--- src/rtl/evo_truth_table_sampler.sv ---
// ----------------------------------------------------------------------------
// evo_truth_table_sampler
//
// Characterises a 4-input / 1-output evolved combinational circuit whose output
// may oscillate or latch. The sweep drives all 16 input vectors in order. Each
// vector is held for SETTLE_CYCLES clocks and then sampled for SAMPLES clocks.
// The block records a truth table (the first sample taken for each vector) and
// an instability mask (set when any later sample differs from that first one).
//
// Optional feature (macro SAMPLER_TOGGLE_COUNT_EN):
//   defined   - toggle_count counts sample-to-sample changes of the
//               synchronised output over every sample window. It saturates at
//               16'hFFFF and is cleared when a start is accepted.
//   undefined - no counter logic; toggle_count is tied to 16'h0000.
//
// Ports:
//   clk           in   1   system clock
//   rst_n         in   1   asynchronous active-low reset
//   start         in   1   one-cycle sweep request, honoured only in IDLE
//   dut_in        out  4   vector applied to the circuit under test
//   dut_out       in   1   circuit output (asynchronous, 2-flop synchronised)
//   busy          out  1   high while a sweep is running
//   done          out  1   one-cycle pulse at the end of a sweep
//   truth_table   out 16   bit v = first synchronised sample for vector v
//   unstable_mask out 16   bit v = some sample for vector v differed from the first
//   toggle_count  out 16   sample-to-sample change count (see above)
// ----------------------------------------------------------------------------
module evo_truth_table_sampler #(
    parameter int SETTLE_CYCLES = 16,
    parameter int SAMPLES       = 8
) (
    input  logic        clk,
    input  logic        rst_n,
    input  logic        start,
    output logic [3:0]  dut_in,
    input  logic        dut_out,
    output logic        busy,
    output logic        done,
    output logic [15:0] truth_table,
    output logic [15:0] unstable_mask,
    output logic [15:0] toggle_count
);

    localparam int SW = $clog2(SETTLE_CYCLES + 1);
    localparam int NW = $clog2(SAMPLES + 1);

    typedef enum logic [1:0] {
        IDLE   = 2'd0,
        SETTLE = 2'd1,
        SAMPLE = 2'd2,
        DONE   = 2'd3
    } state_t;

    state_t          state_reg;
    state_t          state_next;
    logic [SW-1:0]   settle_cnt_reg;
    logic [NW-1:0]   sample_cnt_reg;
    logic [3:0]      vec_reg;
    logic            sync_meta_reg;
    logic            sync_reg;
    logic            first_sample_reg;
    logic [15:0]     truth_table_reg;
    logic [15:0]     unstable_mask_reg;
    logic            settle_last;
    logic            sample_last;

    assign settle_last = (settle_cnt_reg == SW'(SETTLE_CYCLES - 1));
    assign sample_last = (sample_cnt_reg == NW'(SAMPLES - 1));

    // ------------------------------------------------------------------
    // State register
    // ------------------------------------------------------------------
    always_ff @(posedge clk or negedge rst_n) begin
        if (!rst_n) begin
            state_reg <= IDLE;
        end else begin
            state_reg <= state_next;
        end
    end

    // ------------------------------------------------------------------
    // Next-state logic
    // ------------------------------------------------------------------
    always_comb begin
        state_next = state_reg;
        case (state_reg)
            IDLE:    if (start) state_next = SETTLE;
            SETTLE:  if (settle_last) state_next = SAMPLE;
            SAMPLE: begin
                if (sample_last) begin
                    state_next = (vec_reg == 4'hF) ? DONE : SETTLE;
                end
            end
            DONE:    state_next = IDLE;
            default: state_next = IDLE;
        endcase
    end

    // ------------------------------------------------------------------
    // Datapath: synchroniser, counters, result capture
    // ------------------------------------------------------------------
    always_ff @(posedge clk or negedge rst_n) begin
        if (!rst_n) begin
            sync_meta_reg     <= 1'b0;
            sync_reg          <= 1'b0;
            settle_cnt_reg    <= '0;
            sample_cnt_reg    <= '0;
            vec_reg           <= 4'h0;
            first_sample_reg  <= 1'b0;
            truth_table_reg   <= 16'h0000;
            unstable_mask_reg <= 16'h0000;
        end else begin
            // dut_out is unrelated to clk (the circuit may oscillate freely),
            // so it always passes through two flops before use.
            sync_meta_reg <= dut_out;
            sync_reg      <= sync_meta_reg;

            case (state_reg)
                IDLE: begin
                    if (start) begin
                        vec_reg           <= 4'h0;
                        settle_cnt_reg    <= '0;
                        sample_cnt_reg    <= '0;
                        truth_table_reg   <= 16'h0000;
                        unstable_mask_reg <= 16'h0000;
                    end
                end
                SETTLE: begin
                    // The synchroniser delay (2 clocks) fits inside the
                    // settle window, so the first sample already reflects
                    // the current vector.
                    settle_cnt_reg <= settle_last ? '0 : settle_cnt_reg + 1'b1;
                    sample_cnt_reg <= '0;
                end
                SAMPLE: begin
                    if (sample_cnt_reg == '0) begin
                        truth_table_reg[vec_reg] <= sync_reg;
                        first_sample_reg         <= sync_reg;
                    end else if (sync_reg != first_sample_reg) begin
                        unstable_mask_reg[vec_reg] <= 1'b1;
                    end
                    if (sample_last) begin
                        sample_cnt_reg <= '0;
                        // vec stays at 15 after the last window so the
                        // circuit input does not move after the sweep.
                        if (vec_reg != 4'hF) begin
                            vec_reg <= vec_reg + 4'h1;
                        end
                    end else begin
                        sample_cnt_reg <= sample_cnt_reg + 1'b1;
                    end
                end
                default: ;
            endcase
        end
    end

`ifdef SAMPLER_TOGGLE_COUNT_EN
    logic        prev_sample_reg;
    logic [15:0] toggle_count_reg;

    always_ff @(posedge clk or negedge rst_n) begin
        if (!rst_n) begin
            prev_sample_reg  <= 1'b0;
            toggle_count_reg <= 16'h0000;
        end else begin
            if (state_reg == IDLE && start) begin
                toggle_count_reg <= 16'h0000;
            end else if (state_reg == SAMPLE) begin
                prev_sample_reg <= sync_reg;
                // Only changes between samples of the same window count;
                // the jump from one vector's window to the next does not.
                if (sample_cnt_reg != '0 && sync_reg != prev_sample_reg &&
                    toggle_count_reg != 16'hFFFF) begin
                    toggle_count_reg <= toggle_count_reg + 16'h0001;
                end
            end
        end
    end

    assign toggle_count = toggle_count_reg;
`else
    assign toggle_count = 16'h0000;
`endif

    assign dut_in        = vec_reg;
    assign busy          = (state_reg == SETTLE) || (state_reg == SAMPLE);
    assign done          = (state_reg == DONE);
    assign truth_table   = truth_table_reg;
    assign unstable_mask = unstable_mask_reg;

endmodule

--- config.mk ---
export PLATFORM = sky130hd
export DESIGN_NAME = evo_truth_table_sampler
export DESIGN_NICKNAME = d
export VERILOG_FILES = /design/src/rtl/evo_truth_table_sampler.sv
export SDC_FILE = /design/constraint.sdc
export NUM_CORES = 1
export LEC_CHECK = 0
export ABC_AREA = 1
export ABC_CLOCK_PERIOD_IN_PS = 1400
export CELL_PAD_IN_SITES_DETAIL_PLACEMENT = 2
export CELL_PAD_IN_SITES_GLOBAL_PLACEMENT = 2
export CORE_MARGIN = 3
export CORE_UTILIZATION = 25
export CTS_CLUSTER_DIAMETER = 100
export DETAILED_ROUTE_END_ITERATION = 16
export PLACE_DENSITY_LB_ADDON = 0.1
export SLEW_MARGIN = 15
export SYNTH_ARGS = -nofsm -noshare
export SYNTH_HDL_FRONTEND = slang
export SYNTH_SLANG_ARGS = --single-unit
--- constraint.sdc ---
create_clock -name clk -period 1.4 [get_ports clk]
set_input_delay 0.28 -clock clk [delete_from_list [all_inputs] [get_ports clk]]
set_output_delay 0.28 -clock clk [all_outputs]
set_load 0.01 [all_outputs]
==> results.txt, run 1 <==
----------------------------------------------------
[Run status]
  Result of the run ... finished, violations left
  Violations in the final reports ... negative setup slack

[CTS]
  CTS Buffer Depth ... 2
  Cts bufs inserted ... 5
  Clock-pin transition on the worst setup and hold timing paths ... 0.07 ns
  Clock Tree Root ... clkbuf_16
  TritonCTS clock tree ... yes
  Clk_lat worst skew ... between 0.2 and 0.3 ns
  Clock sink count ... 50
  Max H-tree Level ... 2

[Finish]
  Area grow syn2layout ... 58.9%
  Top library cells by usage in the layout, fill and taps aside ... nand2_1, buf_4, dfrtp_1, dlygate4sd2_1, nand2_2
  Count of fill cells added during filler insertion ... 1325
  Area occupied by multi-input gates ... slightly above 2000 sq um
  Final-stage net count ... between 500 and 600
  Layout cell share with drive strength beyond 1 ... 37.4%
  Most frequent standard cell in the layout excluding fill and tap cells ... nand2_1
  Area of all sequential standard cells ... 1250 sq um
  Ant diodes ... 0

[Power and ir drop]
  Pleak ... between 2 and 2.5 nW
  Power per cell area ... roughly 1800 nW/um^2
  IR drop worst, VDD ... ~1.2 mV
  Post-route total power ... 8.86 mW

[Route]
  Routed wire length ... 11300 um
  DRC viols ... 0
  Number of design-rule violations left by the first detailed-router iteration ... 79
  Total via count in the routed design ... 3185
  Number of nets still failing antenna checks after routing ... 0
  Average detailed-routed wire length per instance ... 16.7 um
  Average vias per placed instance ... 4.70
  Length of the first detailed-routing pass in iterations ... 4

[Placed design]
  DPL Wire Length ... 7850 um
  Port-buffer cells ... 41
  Weighted congestion reported at the end of routability-driven placement ... between 0.7 and 0.8
  Post-Place Setup Slack ... -0.281 ns

[STA]
  Setup repair after global routing missed its margin ... true
  Pins over their slew limit ... 0
  Setup slack of the critical path after layout ... -0.135 ns
  Final count of negative-setup-slack endpoints ... 43
  Post-route minimum period ... 1.53 ns
  Top achievable clock speed ... 652 MHz
  Period Utilization, post-route ... 110%
  Final hold viol count ... 0
  Post-Route Skew ... 0.00411 ns

[Yosys]
  Total standard cell area after synthesis ... 3070 sq um
  Per-instance average area after synthesis ... between 7 and 8 sq um
  Number of synthesized register bits ... 50
  Number of unique standard cell types used by synthesis ... 25
  Yosys warns ... 0
  Part of the Yosys area used for sequential elements ... 40.7%
  Syn Inst Count ... about 430

[Setup path]
  Setup crit start kind ... flop
  Crit Path Class ... flop to flop
  Crit-path max FO ... 8
  Required time of the critical path ... 1.59 ns
  Arrival time reported for the critical path endpoint ... 1.72 ns
  Critical Path End Type ... flop

[Run]
  Number of maximum-capacitance violations ... 0

[Floorplan]
  Floorplan die area ... ~14000 sq um
  Floorplan Core Area ... 11700 sq um
  Die Y ... 117 um
  Row Count ... 39
  Number of top-level pins ... 58
  Die outline width ... 117 um
  Starting density of the core ... 26.2%

[Hold path]
  Type of the worst min-delay path ... flop to flop

[GRT]
  Largest net degree at the start of global routing ... 51
  Aggregate global-route resource usage ... approximately 17%
  Global-route wire length before repair ... between 15000 and 20000 um
  Vias in the first global route ... 3525
  Grt ovf ... 0
  Number of antenna violations at the first check in global routing ... 0

----------------------------------------------------
cells by family (layout without fill, tap and decap cells):
family | count (synthesis) | after routing | share of synthesized area, %
AO/OA/AOI/OAI | 26 | 26 | 4.28
adder cells (fa/ha/maj) | 11 | 11 | 4.48
buffers and inverters | 71 | 162 | 12.5
flip-flops | 50 | 50 | 40.7
other | 1 | 16 | 0.122
AND/OR/NAND/NOR | 267 | 270 | 37.9
through the flow:
step	instances	utilization [%]	hold slack [ns]	setup TNS [ns]	instance area [sq um]
final	678	41.7	0.354	-4.27	4880
after global routing	678	41.7	0.374	-8.18	4880
after CTS	673	39.6	0.355	-4.47	4630
after detailed placement	654	34.4	0.306	-10.66	4030
after global placement	654	34.4	0.306	-8.25	4030
after floorplan	441	-	-0.0156	-1.19	3160
worst max-delay path, cell delays in order (launching register included):
cell,delay [ns]
dfrtp_1,0.42
buf_6,0.14
ha_4,0.19
buf_6,0.13
nand3_4,0.07
buf_6,0.13
nand3_4,0.17
nand2_2,0.12
nand2_1,0.05
timing repair:
action	4_1_cts	5_1_grt
pin swaps	28	28
setup endpoints to repair	86	52
cloned	2	1
hold endpoints to repair	37	0
setup buffers	8	7
gates resized for setup	140	61
hold buffers	1	0
Yosys cell counts:
library cell / number / area share [%]
nand2_1: 159 / 19
nand3_1: 59 / 9.6
dfrtp_1: 50 / 41
inv_1: 34 / 4.2
nor2_1: 24 / 2.9
a21oi_1: 21 / 3.4
buf_4: 18 / 4.4
ha_1: 11 / 4.5
buf_2: 9 / 1.5
nand4_1: 9 / 1.8
buf_6: 5 / 1.8
nor2_2: 4 / 0.81
o21ai_0: 4 / 0.65
nand2_2: 3 / 0.61
nor3_1: 3 / 0.49
buf_1: 2 / 0.24
inv_2: 2 / 0.24
nand2_4: 2 / 0.73
a31oi_1: 1 / 0.20
clkinv_1: 1 / 0.12
conb_1: 1 / 0.12
nand3_2: 1 / 0.33
nand3_4: 1 / 0.57
nor2_4: 1 / 0.37
nor3b_1: 1 / 0.24
area by class of cell:
cell class / count / area share, %
Tap cell: 143 / 3.66
Clock buffer: 6 / 2.64
Inverter: 37 / 3.00
Sequential cell: 50 / 25.7
Clock inverter: 2 / 0.769
Multi-Input combinational cell: 323 / 42.2
Timing Repair Buffer: 117 / 22.0
report_power, final:
part / leakage (nW) / internal, mW / total [mW] / switching [mW]
clock: 0.0771 / 0.846 / 1.43 / 0.588
combinational: 1.67 / 2.50 / 5.67 / 3.17
sequential: 0.682 / 1.61 / 1.75 / 0.138
worst paths after layout:
path	startpoint	to	slack, ns	cells past startpoint
worst min register to register	sync_meta_reg	sync_reg	0.35	0
worst max register to register	state_reg[1]	unstable_mask[10]	-0.13	8
worst max-delay path	state_reg[1]	unstable_mask[10]	-0.13	8
worst min-delay path	sync_meta_reg	sync_reg	0.35	0
max in group asynchronous	rst_n	unstable_mask[6]	0.62	3
min in group asynchronous	rst_n	truth_table[3]	0.51	3
metal layers:
metal / global-route usage, % / up-vias / share of wire, %
li1: - / 1539 / -
met1: 20.0 / 1601 / 42
met2: 33.4 / 36 / 55
met3: 2.37 / 9 / 2.3
met4: 2.83 / 0 / 0.86
met5: 0 / - / 0
Note: power is estimated with default switching activity, not from simulation.
==> run 2, diff against run 1 <==
--- a/config.mk
+++ b/config.mk
@@ -7,12 +7,14 @@
 export LEC_CHECK = 0
 export ABC_AREA = 1
 export ABC_CLOCK_PERIOD_IN_PS = 1400
+export CAP_MARGIN = 20
 export CELL_PAD_IN_SITES_DETAIL_PLACEMENT = 2
 export CELL_PAD_IN_SITES_GLOBAL_PLACEMENT = 2
 export CORE_MARGIN = 3
 export CORE_UTILIZATION = 25
 export CTS_CLUSTER_DIAMETER = 100
 export DETAILED_ROUTE_END_ITERATION = 16
+export MAX_ROUTING_LAYER = met4
 export PLACE_DENSITY_LB_ADDON = 0.1
 export SLEW_MARGIN = 15
 export SYNTH_ARGS = -nofsm -noshare
==> results.txt, run 2 (synthesized netlist as in run 1, its figures left out) <==
----------------------------------------------------
[Route]
  Total via count in the routed design ... 3194 (+0.28%)
  Length of the first detailed-routing pass in iterations ... 4 (unchanged)
  Number of design-rule violations left by the first detailed-router iteration ... 100 (+27%)
  Routed wire length ... 11400 um (+0.76%)
  Average vias per placed instance ... 4.71 (+0.28%)
  Average detailed-routed wire length per instance ... 16.9 um (+0.76%)
  DRC viols ... 0 (unchanged)
  Number of nets still failing antenna checks after routing ... 0 (unchanged)

[CTS]
  CTS Buffer Depth ... 2 (unchanged)
  TritonCTS clock tree ... yes
  Clock sink count ... 50 (unchanged)
  Clock Tree Root ... clkbuf_16
  Clk_lat worst skew ... 0.29 ns (about the same)
  Cts bufs inserted ... 5 (unchanged)
  Max H-tree Level ... 2 (unchanged)
  Clock-pin transition on the worst setup and hold timing paths ... 0.07 ns (about the same)

[Setup path]
  Setup crit start kind ... flop
  Crit Path Class ... flop to flop
  Number of cell instances on the worst register-to-register path ... 10 (+2)
  Required time of the critical path ... 1.58 ns (about the same)
  Crit-path max FO ... 8 (unchanged)
  Critical Path End Type ... flop
  Reg-to-reg setup timing slack ... -0.15 ns (about the same)
  Arrival time reported for the critical path endpoint ... 1.73 ns (about the same)

[Power and ir drop]
  IR drop worst, VDD ... 1.16 mV (+0.19%)
  Pleak ... 2.44 nW (+0.52%)
  Power per cell area ... 1820 nW/um^2 (+0.49%)

[Floorplan]
  Floorplan die area ... 13700 sq um (unchanged)
  Floorplan Core Area ... 11700 sq um (unchanged)
  Number of top-level pins ... 58 (unchanged)
  Row Count ... 39 (unchanged)
  Starting density of the core ... 26.2% (unchanged)
  Die outline width ... 117 um (unchanged)
  Die Y ... 117 um (unchanged)

[GRT]
  Global-route wire length before repair ... 18300 um (+0.15%)
  Vias in the first global route ... 3524 (-0.028%)
  Aggregate global-route resource usage ... 17.7% (+0.53 points)
  Grt ovf ... 0 (unchanged)
  Largest net degree at the start of global routing ... 51 (unchanged)
  Number of antenna violations at the first check in global routing ... 0 (unchanged)

[Finish]
  Area of all sequential standard cells ... 1250 sq um (unchanged)
  Area occupied by multi-input gates ... 2100 sq um (+1.6%)
  Final-stage net count ... 549 (unchanged)
  Layout cell share with drive strength beyond 1 ... 37.2% (-0.19 points)
  Area grow syn2layout ... 60.1%
  Ant diodes ... 0 (unchanged)
  Top library cells by usage in the layout, fill and taps aside ... nand2_1, buf_4, dfrtp_1, dlygate4sd2_1, nand3_1
  Count of fill cells added during filler insertion ... 1327 (+0.15%)
  Most frequent standard cell in the layout excluding fill and tap cells ... nand2_1

[STA]
  Setup repair after global routing missed its margin ... true
  Final hold viol count ... 0 (unchanged)
  Top achievable clock speed ... 646 MHz (-0.87%)
  Post-route minimum period ... 1.55 ns (+0.0135 ns)
  Total negative setup slack ... -4.56 ns (-0.288 ns)
  Post-Route Skew ... 0.00517 ns (+0.00106 ns)
  Pins over their slew limit ... 0 (unchanged)
  Final count of negative-setup-slack endpoints ... 43 (unchanged)
  Setup slack of the critical path after layout ... -0.148 ns (-0.0135 ns)
  Period Utilization, post-route ... 111% (+0.97 points)

[Placed design]
  Port-buffer cells ... 41 (unchanged)
  Weighted congestion reported at the end of routability-driven placement ... 0.764 (+1.3%)
  Post-Place Setup Slack ... -0.281 ns (unchanged)
  DPL Wire Length ... 7850 um (unchanged)

[Run]
  Number of maximum-capacitance violations ... 0 (unchanged)

[Hold path]
  Type of the worst min-delay path ... flop to flop
  Number of cells traversed by the worst hold path ... 0 (unchanged)

[Run status]
  Violations in the final reports ... negative setup slack
  Result of the run ... finished, violations left

----------------------------------------------------
## run 2: changes by cell type in the layout (fill, tap and decap cells not counted), moves of 2 or more
cell	previous run	this run
nand2_8	5	7
nor3_2	3	1
nand2_4	14	12
nand3_2	27	25
nor3_4	0	2
## run 2: final timing paths
path / start / end
worst max-delay path: state_reg[1] / truth_table[13]
worst min-delay path: sync_meta_reg / sync_reg
worst max register to register: state_reg[1] / truth_table[13]
worst min register to register: sync_meta_reg / sync_reg
max in group asynchronous: rst_n / unstable_mask[6]
min in group asynchronous: rst_n / truth_table[3]
## run 2: per-layer routing
metal	up-vias	track usage, %	wire [um]
met1	1606	20.0	4850
met4	0	2.83	95
met5	-	-	0
met2	37	33.5	6250
met3	9	2.37	235
li1	1542	-	-
## run 2: per-stage QoR
step / util [%] / instance area [sq um] / hold slack (ns) / total power [mW] / instances
after floorplan: - / 3160 / -0.0156 / 3.93 / 441
after global placement: 34.4 / 4030 / 0.306 / 5.51 / 654
after detailed placement: 34.4 / 4030 / 0.306 / 5.67 / 654
after CTS: 39.6 / 4630 / 0.355 / 8.27 / 673
after global routing: 42.0 / 4920 / 0.384 / 9.61 / 678
final: 42.0 / 4920 / 0.358 / 8.97 / 678
## run 2: repair_timing
action / CTS / global route
hold buffers: 1 / 0
setup buffers: 8 / 7
resized for setup: 140 / 66
endpoints found under the setup margin: 86 / 52
hold endpoints to repair: 37 / 0
gates cloned: 2 / 1
pin swaps: 28 / 32
## run 2: cell type report
| class | instances | area share, % |
|---|---|---|
| multi-input combinational | 323 | 42.6 |
| sequential | 50 | 25.5 |
| timing repair buffer | 117 | 21.9 |
| tap | 143 | 3.64 |
| inverter | 37 | 2.98 |
| clock buffer | 6 | 2.62 |
| clock inverter | 2 | 0.763 |
## run 2: report_power, final
part | internal, mW | leakage [nW] | total, mW | switching, mW
sequential | 1.61 | 0.682 | 1.75 | 0.140
combinational | 2.54 | 1.68 | 5.78 | 3.24
clock | 0.847 | 0.0771 | 1.44 | 0.593
## run 2: critical path, cell delays in order, from the launching register on
cell and delay (ns):
dfrtp_1 0.43, inv_2 0.11, ha_4 0.20, inv_6 0.06
nand2_4 0.09, nand2_8 0.07, buf_12 0.15, nand2_8 0.09
nand2_8 0.10, nand3_2 0.08, nand2_1 0.06
==> run 3, diff against run 2 <==
--- a/config.mk
+++ b/config.mk
@@ -10,7 +10,7 @@
 export CAP_MARGIN = 20
 export CELL_PAD_IN_SITES_DETAIL_PLACEMENT = 2
 export CELL_PAD_IN_SITES_GLOBAL_PLACEMENT = 2
-export CORE_MARGIN = 3
+export CORE_MARGIN = 5
 export CORE_UTILIZATION = 25
 export CTS_CLUSTER_DIAMETER = 100
 export DETAILED_ROUTE_END_ITERATION = 16
==> results.txt, run 3 (synthesized netlist as in run 1, its figures left out) <==
----------------------------------------------------
[Run status]
  Result of the run ... finished, violations left
  Violations in the final reports ... negative setup slack

[Finish]
  Count of fill cells added during filler insertion ... 1335 (+0.60%)
  Ant diodes ... 0 (unchanged)
  Final core occ ... 41.1% (-0.96 points)
  Post-route cell area ... 4930 sq um (+0.23%)
  Area grow syn2layout ... 60.5%
  Final-stage net count ... 549 (unchanged)
  Layout cell share with drive strength beyond 1 ... 36.8% (-0.37 points)
  Most frequent standard cell in the layout excluding fill and tap cells ... nand2_1
  Top library cells by usage in the layout, fill and taps aside ... nand2_1, dfrtp_1, buf_4, nand3_1

[Placed design]
  DPL Wire Length ... 7900 um (+0.70%)
  Placed Instance Area ... 4040 sq um (+0.12%)
  Weighted congestion reported at the end of routability-driven placement ... 0.762 (-0.20%)
  Port-buffer cells ... 41 (unchanged)

[CTS]
  TritonCTS clock tree ... yes
  CTS Buffer Depth ... 2 (unchanged)
  Clk_lat worst skew ... 0.31 ns (+0.02 ns)
  Clock Tree Root ... clkbuf_16
  Cts bufs inserted ... 5 (unchanged)
  Max H-tree Level ... 2 (unchanged)
  Clock-pin transition on the worst setup and hold timing paths ... 0.07 ns (about the same)
  Clock sink count ... 50 (unchanged)

[Setup path]
  Crit Path Class ... flop to flop
  Peak per-stage delay on the critical path ... 0.43 ns (about the same)
  Family with the most delay on the worst path ... simple AND/OR/NAND/NOR gates
  Required time of the critical path ... 1.60 ns (+0.02 ns)
  Critical Path End Type ... flop
  Reg-to-reg setup timing slack ... -0.19 ns (-0.04 ns)
  Crit path buf inv count ... 3 (unchanged)
  Crit-path max FO ... 4 (-4)
  Slowest CP cell ... dfrtp_1
  Worst reg2reg startpoint ... state_reg[0]
  Critical path, cell by cell ... inv_2 > ha_4 > inv_4 > buf_6 > nand2_2 > nand2_2 > nor2_4 > nand2_4 > nand2_1 > nand2_1
  Worst R2R End ... dut_in[0]
  Arrival time reported for the critical path endpoint ... 1.79 ns (+0.06 ns)
  Setup crit start kind ... flop
  Number of cell instances on the worst register-to-register path ... 10 (unchanged)

[GRT]
  M3 GR Usage ... 3.82% (+1.5 points)
  Met1 layer usage reported by global route ... 20.6% (+0.63 points)
  Layer with the highest usage after global routing ... met2
  Grt ovf ... 0 (unchanged)
  Vias in the first global route ... 3551 (+0.77%)
  Largest net degree at the start of global routing ... 51 (unchanged)
  GR Util met2 ... 30.8% (-2.7 points)
  Number of antenna violations at the first check in global routing ... 0 (unchanged)
  Global-route wire length before repair ... 19500 um (+6.6%)
  Aggregate global-route resource usage ... 17.8% (+0.11 points)

[Route]
  Routed wire length ... 12400 um (+8.6%)
  Length of the first detailed-routing pass in iterations ... 4 (unchanged)
  Total via count in the routed design ... 3221 (+0.85%)
  Number of nets still failing antenna checks after routing ... 0 (unchanged)
  Average vias per placed instance ... 4.72 (+0.25%)
  Number of design-rule violations left by the first detailed-router iteration ... 68 (-32%)
  Average detailed-routed wire length per instance ... 18.2 um (+8.0%)
  DRC viols ... 0 (unchanged)

[STA]
  Top achievable clock speed ... 630 MHz (-2.5%)
  Setup repair after global routing missed its margin ... true
  Period Utilization, post-route ... 113% (+2.9 points)
  Setup slack of the critical path after layout ... -0.189 ns (-0.0402 ns)
  Post-Route Skew ... 0.0108 ns (+0.00562 ns)
  Post-route minimum period ... 1.59 ns (+0.0402 ns)
  Final count of negative-setup-slack endpoints ... 44 (+2.3%)
  Pins over their slew limit ... 0 (unchanged)
  Final hold viol count ... 0 (unchanged)

[Power and ir drop]
  Pleak ... 2.44 nW (-0.16%)
  Power per cell area ... 1800 nW/um^2 (-1.5%)
  IR drop worst, VDD ... 1.30 mV (+12%)

[Floorplan]
  Row Count ... 40 (+2.6%)
  Number of top-level pins ... 58 (unchanged)
  Die outline width ... 121 um (+3.4%)
  Floorplan die area ... 14600 sq um (+7.0%)
  Floorplan Core Area ... 12000 sq um (+2.6%)
  Die Y ... 121 um (+3.4%)
  Starting density of the core ... 25.6% (-0.66 points)

[Hold path]
  Number of cells traversed by the worst hold path ... 0 (unchanged)
  Type of the worst min-delay path ... flop to flop
  Capture endpoint of the worst hold path ... sync_reg
  Startpoint of the lowest-slack hold path ... sync_meta_reg

[Run]
  Number of maximum-capacitance violations ... 0 (unchanged)

----------------------------------------------------
[run 3: worst reg2reg max path: stages, from the launching register on]
cell     delay, ns
dfrtp_1       0.43
inv_2         0.12
ha_4          0.17
inv_4         0.06
buf_6         0.11
nand2_2       0.07
nand2_2       0.07
nor2_4        0.23
nand2_4       0.11
nand2_1       0.07
nand2_1       0.04
[run 3: layout make-up]
class                   instances  area [sq um]  area share [%]
well taps                     147           184            3.73
clock inverters                 2          12.5           0.254
flip-flops and latches         50          1250            25.4
multi-input cells             322          2040            41.4
repair buffers                118          1150            23.4
inverters                      37           148            2.99
clock buffers                   6           139            2.82
[run 3: per-layer routing]
layer,routed length (um),part of all wire [%],vias to the layer above
li1,-,-,1543
met1,5130,41,1615
met2,6630,53,44
met3,355,2.9,19
met4,297,2.4,0
met5,0,0,-
[run 3: where the power goes]
group,internal [mW],switching [mW],total (mW)
clock,0.711,0.623,1.33
sequential,1.62,0.150,1.77
combinational,2.56,3.20,5.76
[run 3: how the worst max path moves through the flow]
stage	startpoint	end	slack (ns)	depth (start not counted)
final	state_reg[0]	dut_in[0]	-0.19	10
after global placement	start	unstable_mask[10]	-0.20	7
after detailed placement	start	unstable_mask[13]	-0.25	7
after global routing	state_reg[0]	dut_in[0]	-0.26	10
after CTS	state_reg[1]	truth_table[5]	-0.15	9
after floorplan	state_reg[0]	truth_table[10]	-0.06	10
[run 3: per-stage QoR]
step	worst slack [ns]	hold WS [ns]	total power [mW]	cells	TNS (ns)
floorplan	-0.0599	-0.0156	3.93	441	-1.19
global placement	-0.201	0.306	5.63	653	-7.80
detailed placement	-0.248	0.307	5.74	653	-9.40
CTS	-0.150	0.364	8.32	677	-4.24
global route	-0.257	0.371	9.42	682	-8.93
finish	-0.189	0.364	8.86	682	-6.01
[run 3: repair_timing]
action	in CTS	in global routing
setup endpoints to repair	84	50
hold endpoints to repair	50	0
gates resized for setup	144	58
pin swaps	21	15
hold buffers	1	0
cloned	3	1
buffers inserted	12	6
